### src/rtl/sprite_anim_seq.sv
// sprite_anim_seq
// Steps a frame index through N_FRAMES consecutive sprite ids. One step is
// taken for every HOLD accepted animation ticks. Modes are loop, ping-pong,
// one-shot and freeze. A tick is any level change of the slow animation
// clock, seen through a two-flop stage.
//
// Ports:
//   clk            system clock
//   rstn           synchronous active-low reset
//   clk_flash_anim slow animation clock; each level change is one tick
//   en             1 = ticks are accepted, 0 = sequence frozen
//   mode           00 loop, 01 ping-pong, 10 one-shot, 11 freeze
//   restart        single-cycle pulse; returns the sequence to frame 0
//   id             current sprite id (NULL_ID once a one-shot has finished)
//   frame          current frame index
//   busy           1 while the sequence has not finished
//   done           one-cycle pulse when a one-shot completes
//
// Handshake: there is no valid/ready pair. The outputs are always valid.
// A tick changes frame and id one clock after the input change is captured.
// restart and rstn act at the clock edge where they are sampled.
module sprite_anim_seq #(
  parameter int ID_W     = 6,
  parameter int BASE_ID  = 4,
  parameter int N_FRAMES = 4,
  parameter int HOLD     = 1,
  parameter int NULL_ID  = 63,
  localparam int FW      = (N_FRAMES > 2) ? $clog2(N_FRAMES) : 1
) (
  input  logic            clk,
  input  logic            rstn,
  input  logic            clk_flash_anim,
  input  logic            en,
  input  logic [1:0]      mode,
  input  logic            restart,
  output logic [ID_W-1:0] id,
  output logic [FW-1:0]   frame,
  output logic            busy,
  output logic            done
);

  if (BASE_ID + N_FRAMES - 1 >= NULL_ID || NULL_ID > (1 << ID_W) - 1) begin : g_bad_ids
    $error("sprite_anim_seq: sprite id range overlaps NULL_ID or NULL_ID does not fit in ID_W");
  end
  if (N_FRAMES < 2 || N_FRAMES > 64) begin : g_bad_frames
    $error("sprite_anim_seq: N_FRAMES must be in 2..64");
  end
  if (HOLD < 1 || HOLD > 255) begin : g_bad_hold
    $error("sprite_anim_seq: HOLD must be in 1..255");
  end

  typedef enum logic { RUN = 1'b0, FINISHED = 1'b1 } state_t;

  localparam logic [FW-1:0] LAST      = FW'(N_FRAMES - 1);
  localparam logic [FW-1:0] ONE       = FW'(1);
  localparam logic [7:0]    HOLD_LAST = 8'(HOLD - 1);
  localparam logic          UP        = 1'b0;
  localparam logic          DOWN      = 1'b1;

  state_t        state;
  logic          s1;
  logic          s2;
  logic [FW-1:0] f;
  logic [7:0]    hold_cnt;
  logic          dir;
  logic          tick;
  logic          accept;

  // Both edges of the animation clock count as ticks.
  assign tick   = s1 ^ s2;
  assign accept = tick & en & (state == RUN) & (mode != 2'b11);

  always_ff @(posedge clk) begin
    if (!rstn) begin
      // Load the current input into both flops so that reset never
      // produces a tick.
      s1       <= clk_flash_anim;
      s2       <= clk_flash_anim;
      f        <= '0;
      hold_cnt <= '0;
      dir      <= UP;
      state    <= RUN;
      busy     <= 1'b1;
      done     <= 1'b0;
    end else begin
      s1   <= clk_flash_anim;
      s2   <= s1;
      done <= 1'b0;
      if (restart) begin
        // Restart has priority. A tick in the same cycle is dropped.
        f        <= '0;
        hold_cnt <= '0;
        dir      <= UP;
        state    <= RUN;
        busy     <= 1'b1;
      end else if (accept) begin
        if (hold_cnt < HOLD_LAST) begin
          hold_cnt <= hold_cnt + 8'd1;
        end else begin
          hold_cnt <= '0;
          case (mode)
            2'b00: begin
              dir <= UP;
              f   <= (f == LAST) ? '0 : f + ONE;
            end
            2'b01: begin
              // Turn around without repeating the end frame.
              if (dir == UP) begin
                if (f == LAST) begin
                  dir <= DOWN;
                  f   <= LAST - ONE;
                end else begin
                  f <= f + ONE;
                end
              end else begin
                if (f == '0) begin
                  dir <= UP;
                  f   <= ONE;
                end else begin
                  f <= f - ONE;
                end
              end
            end
            2'b10: begin
              if (f < LAST) begin
                f <= f + ONE;
              end else begin
                state <= FINISHED;
                busy  <= 1'b0;
                done  <= 1'b1;
              end
            end
            default: begin
            end
          endcase
        end
      end
    end
  end

  always_comb begin
    id    = (state == FINISHED) ? ID_W'(NULL_ID) : ID_W'(BASE_ID) + ID_W'(f);
    frame = f;
  end

endmodule

### config.mk
export PLATFORM = sky130hd
export DESIGN_NAME = sprite_anim_seq
export DESIGN_NICKNAME = d
export VERILOG_FILES = /design/src/rtl/sprite_anim_seq.sv
export SDC_FILE = /design/constraint.sdc
export NUM_CORES = 1
export LEC_CHECK = 0
export ABC_AREA = 1
export ABC_CLOCK_PERIOD_IN_PS = 1200
export BUFFER_PORTS_ARGS = -buffer_cell sky130_fd_sc_hd__buf_4
export CORE_MARGIN = 5
export CORE_UTILIZATION = 40
export CTS_CLUSTER_DIAMETER = 40
export DETAILED_ROUTE_END_ITERATION = 10
export GPL_ROUTABILITY_DRIVEN = 0
export MAX_ROUTING_LAYER = met4
export PLACE_DENSITY = 0.73
export SYNTH_ARGS = -nofsm -noshare
export SYNTH_HDL_FRONTEND = slang
export SYNTH_SLANG_ARGS = --single-unit
### constraint.sdc
create_clock -name clk -period 1.2 [get_ports clk]
set_input_delay 0.24 -clock clk [delete_from_list [all_inputs] [get_ports clk]]
set_output_delay 0.24 -clock clk [all_outputs]
set_load 0.005 [all_outputs]
==> run_results.csv, run 1 <==
group,metric,value,unit
critical_path,start_kind,"register",
clocking,clk_pin_slew,60,ps
synthesis,synth_area_leader_cell,"dfxtp_1",
detailed_routing,wl_met3,110,um
die,rows,13,
synthesis,syn_nets,92,
synthesis,synth-edff-count,0,
finish,antenna_cells,0,
grt,grt_pass1_vias,414,
power,power_density,852,nW/um^2
timing,finalMaxSlewViolations,0,
detailed_routing,drt_iter0_drc,4,
clocking,clkSinkCount,8,
synthesis,ys_warn_count,0,
critical_path,crit_required,960,ps
placed_design,place_hpwl,881,um
finish,nNetsFinal,109,
detailed_routing,vias,470,
critical_path,cpMaxStageDelayCell,"dfxtp_1",
status,status,"finished clean",
synthesis,ys_seq_area_share,29.0,%
die,die_area,2230,um^2
critical_path,cp-end-kind,"output port",
die,die_h,47.2,um
detailed_routing,drc_errors,0,
finish,fin_area,689,um^2
synthesis,synth_common_cells,"nand2_1, inv_1, dfxtp_1, ha_1, nor2_1",
critical_path,cp.arrival,890,ps
detailed_routing,highest_layer,"met3",
synthesis,synth_top_area_share,29.0,%
timing,fin_worst_skew,3.09,ps
detailed_routing,vias_per_cell,4.39,
placed_design,place_area,662,um^2
timing,finalCritPeriodShare,93.9,%
finish,drive_gt1_share,34.8,%
clocking,h-tree-depth,1,
detailed_routing,wl_met1,456,um
placed_design,pre_cts_ws,-9.08,ps
timing,fmax,888,MHz
critical_path,worstPathCellList,"inv_2, nand2_1, buf_4",
timing,final_hold_viol_count,0,
die,die_width,47.2,um
placed_design,io_buffers,15,
critical_path,path_class,"register to output port",
worst_hold_path,hp-start,"clk_flash_anim",
flow_run,maxCapViolations,0,
clocking,holdBufCountCts,0,
detailed_routing,drt-pass1-iter-count,3,
power,p_leak,0.000396,uW
synthesis,yosysMostFrequentCell,"nand2_1",
grt,grt_max_degree,5,
detailed_routing,antenna_left,0,
finish,area_growth,24.7,%
detailed_routing,wl_met2,503,um
clocking,clockBufferDepth,2,
timing,fin_hold_ws,103,ps
synthesis,yosysUniqueCellTypes,18,
detailed_routing,routed_wl,1070,um
synthesis,netlist_area,553,um^2
die,core_area,1300,um^2
clocking,cts_tree,"done",
grt,gr-total-overflow,0,
synthesis,synth.avg_cell_area,7.18,um^2
grt,grt_antenna_before_repair,0,
critical_path,cp_max_fo,4,
synthesis,synth-seq-cells,8,
worst_hold_path,min_path_type,"input pin to register",
clocking,insertion_delay,250,ps
critical_path,cp_slowest_stage_delay,390,ps
synthesis,synth_async_sr_flop_share,0,%
critical_path,critPathLaunch,"state",
critical_path,reg2reg_from,"frame[0]",
die,io_pins,17,
grt,grtUsageTotal,11.0,%
timing,finalCriticalPeriod,1130,ps
clocking,root_buffer,"clkbuf_4",
die,initial_utilization,42.5,%
synthesis,ys_top_cells_by_area,"dfxtp_1, ha_1, nand2_1",
detailed_routing,avgRoutedWirePerCell,9.99,um
synthesis,syn_inst,77,
synthesis,ys.flop_type,"dfxtp_1",
timing,setup_violations,0,
grt,grt_pass1_wl,1590,um
clocking,numCtsBuffers,3,
timing,postLayoutSetupSlackWorst,73.6,ps
power,ir_drop,0.595,mV
[repair_timing]
item | CTS | global route
resized for setup | 0 | 5
setup endpoints to repair | 0 | 5
setup buffers | 0 | 0
[worst paths after layout]
| path | to | slack [ps] | cells after the start |
|---|---|---|---|
| hold / removal | s1 | 100 | 1 |
| hold reg to reg | s2 | 490 | 2 |
| setup reg to reg | frame[1] | 110 | 6 |
| setup / recovery | id[1] | 70 | 3 |
[flip-flops by register name (all words and copies together) (netlist names)]
name / cells
busy: 1
done: 1
state: 1
s1: 1
dir: 1
frame: 2
s2: 1
[layout by cell type, fill, tap and decap left out, types with 3 or more instances in the layout]
master and count:
inv_1 10, o21ai_0 5, clkbuf_4 3, ha_1 8
nor2_1 7, buf_4 16, inv_2 4, dfxtp_1 6
nand2_1 18
[cells by family after synthesis]
family	after synthesis	share of synthesized area, %
adders and majority gates	8	18.1
DFF	8	29.0
buffers and inverters	18	14.9
other	1	0.678
and+or+nand+nor	36	31.9
AOI/OAI and AO/OA	6	5.43
[metrics by stage]
step / std cells / total power (uW) / TNS (ps) / util, %
after floorplan: 77 / 346 / 0 / -
after global placement: 104 / 381 / 0 / 50.9
after detailed placement: 104 / 383 / -9.08 / 50.9
after CTS: 107 / 593 / 0 / 52.6
after global routing: 107 / 624 / -3.21 / 53.0
final: 107 / 587 / 0 / 53.0
[layout make-up]
class / instances / area (um^2)
Clock buffer: 3 / 22.5
Sequential cell: 8 / 163
Fill cell: 148 / 612
Inverter: 14 / 52.6
Timing Repair Buffer: 16 / 120
Multi-Input combinational cell: 51 / 313
Tap cell: 15 / 18.8
[worst max-delay path: cells and delay by family (launching register included)]
kind                   cells  cell delay, ps
DFF                        1             390
and+or+nand+nor            1              70
buffers and inverters      2             170
[per-layer routing]
| layer | GRT usage (%) | vias up |
|---|---|---|
| met3 | 6.90 | 0 |
| met4 | 1.66 | 0 |
| li1 | - | 256 |
| met5 | - | - |
| met1 | 11.4 | 200 |
| met2 | 18.2 | 14 |
[power by group]
part | internal, uW | switching (uW)
Sequential | 274 | 5.57
Clock | 115 | 93.6
Combinational | 45.1 | 54.5
(Power assumes the default switching activity.)
==> inputs of run 2 (changes only) <==
Settings changed: BUFFER_PORTS_ARGS -buffer_cell sky130_fd_sc_hd__buf_4 to -buffer_cell sky130_fd_sc_hd__buf_2, REMOVE_ABC_BUFFERS from default to 1.
==> run_results.csv, run 2 (same netlist as run 1, synthesis figures left out) <==
group,metric,value,unit
critical_path,cp.arrival,890,ps
detailed_routing,drc_errors,0,
clocking,holdBufCountCts,0,
worst_hold_path,min_path_type,"input pin to register",
power,ir_drop,0.626,mV
clocking,cts_tree,"done",
clocking,clk_pin_slew,60,ps
finish,largest_register_ffs,2,
status,status,"finished clean",
detailed_routing,vias_per_cell,4.60,
timing,finalMaxSlewViolations,0,
clocking,clockBufferDepth,2,
finish,area_growth,18.3,%
grt,grt_pass1_vias,470,
timing,final_hold_viol_count,0,
finish,layout_common_cells,"nand2_1, buf_2, inv_1",
finish,nNetsFinal,108,
grt,grt_max_degree,6,
detailed_routing,avgRoutedWirePerCell,9.99,um
finish,antenna_cells,0,
clocking,insertion_delay,260,ps
timing,rsz0062_at_grt,"true",
placed_design,place_hpwl,828,um
detailed_routing,vias,488,
detailed_routing,drt_iter0_drc,3,
timing,finalCriticalPeriod,1130,ps
timing,fin_worst_skew,7.14,ps
die,die_h,47.2,um
die,io_pins,17,
die,die_width,47.2,um
clocking,root_buffer,"clkbuf_4",
grt,grtUsageTotal,12.1,%
finish,post-route-util,50.3,%
finish,final_common_cell,"nand2_1",
grt,grt_antenna_before_repair,0,
critical_path,path_class,"register to output port",
die,initial_utilization,42.5,%
placed_design,io_buffers,15,
finish,drive_gt1_share,34.1,%
critical_path,cp-end-kind,"output port",
detailed_routing,drt-pass1-iter-count,4,
clocking,h-tree-depth,1,
detailed_routing,routed_wl,1060,um
timing,fmax,881,MHz
power,p_leak,0.000386,uW
detailed_routing,antenna_left,0,
die,rows,13,
timing,setup_violations,0,
critical_path,crit_required,960,ps
power,power,585,uW
critical_path,start_kind,"register",
die,die_area,2230,um^2
flow_run,maxCapViolations,0,
grt,gr-total-overflow,0,
clocking,clkSinkCount,8,
grt,grt_pass1_wl,1800,um
power,power_density,895,nW/um^2
clocking,numCtsBuffers,3,
die,core_area,1300,um^2
critical_path,cp_max_fo,5,
timing,finalCritPeriodShare,94.6,%
run 2: path summary, 6_finish.rpt:
| kind | startpoint | to | slack [ps] | depth (start not counted) |
|---|---|---|---|---|
| setup reg to reg | frame[0] | busy | 90 | 6 |
| hold / removal | clk_flash_anim | s1 | 110 | 1 |
| hold reg to reg | s1 | s2 | 480 | 2 |
| setup / recovery | frame[0] | id[0] | 70 | 3 |
run 2: timing repair:
item                                    4_1_cts  5_1_grt
endpoints found under the setup margin        0        4
resized for setup                             0        6
buffers inserted                              0        0
run 2: cell type report:
type	instances	area (um^2)
inverters	14	52.6
clock buffers	3	22.5
multi-input cells	51	323
fillers	147	647
well taps	15	18.8
repair buffers	15	75.1
flip-flops and latches	8	163
run 2: routing by layer:
metal	track usage, %	vias to the layer above	part of all wire (%)
met4	3.31	0	1.0
met1	13.0	219	40
met3	5.75	2	8.2
met5	-	-	0
met2	19.8	14	51
li1	-	253	-
run 2: power breakdown:
group          switching, uW  internal, uW  total [uW]  leakage, uW
clock                   98.8           115         214    0.0000138
combinational           55.4          37.4        92.7     0.000306
sequential              5.43           274         279    0.0000663
total                    160           426         585     0.000386
run 2: worst max-delay path: stages (launching register included):
cell,delay [ps]
dfxtp_2,340
inv_2,110
nand2_1,60
buf_2,120
run 2: per-stage QoR:
step | setup slack, ps | hold WS, ps | cell area (um^2) | setup TNS [ps] | std cells
4_1_cts | 13.1 | 99.0 | 639 | 0 | 106
5_1_grt | -7.79 | 88.4 | 654 | -10.3 | 106
3_3_place_gp | -6.22 | 357 | 617 | -6.22 | 103
6_report | 65.2 | 105 | 654 | 0 | 106
2_1_floorplan | 100 | 268 | 523 | 0 | 73
3_5_place_dp | -21.5 | 363 | 617 | -40.7 | 103
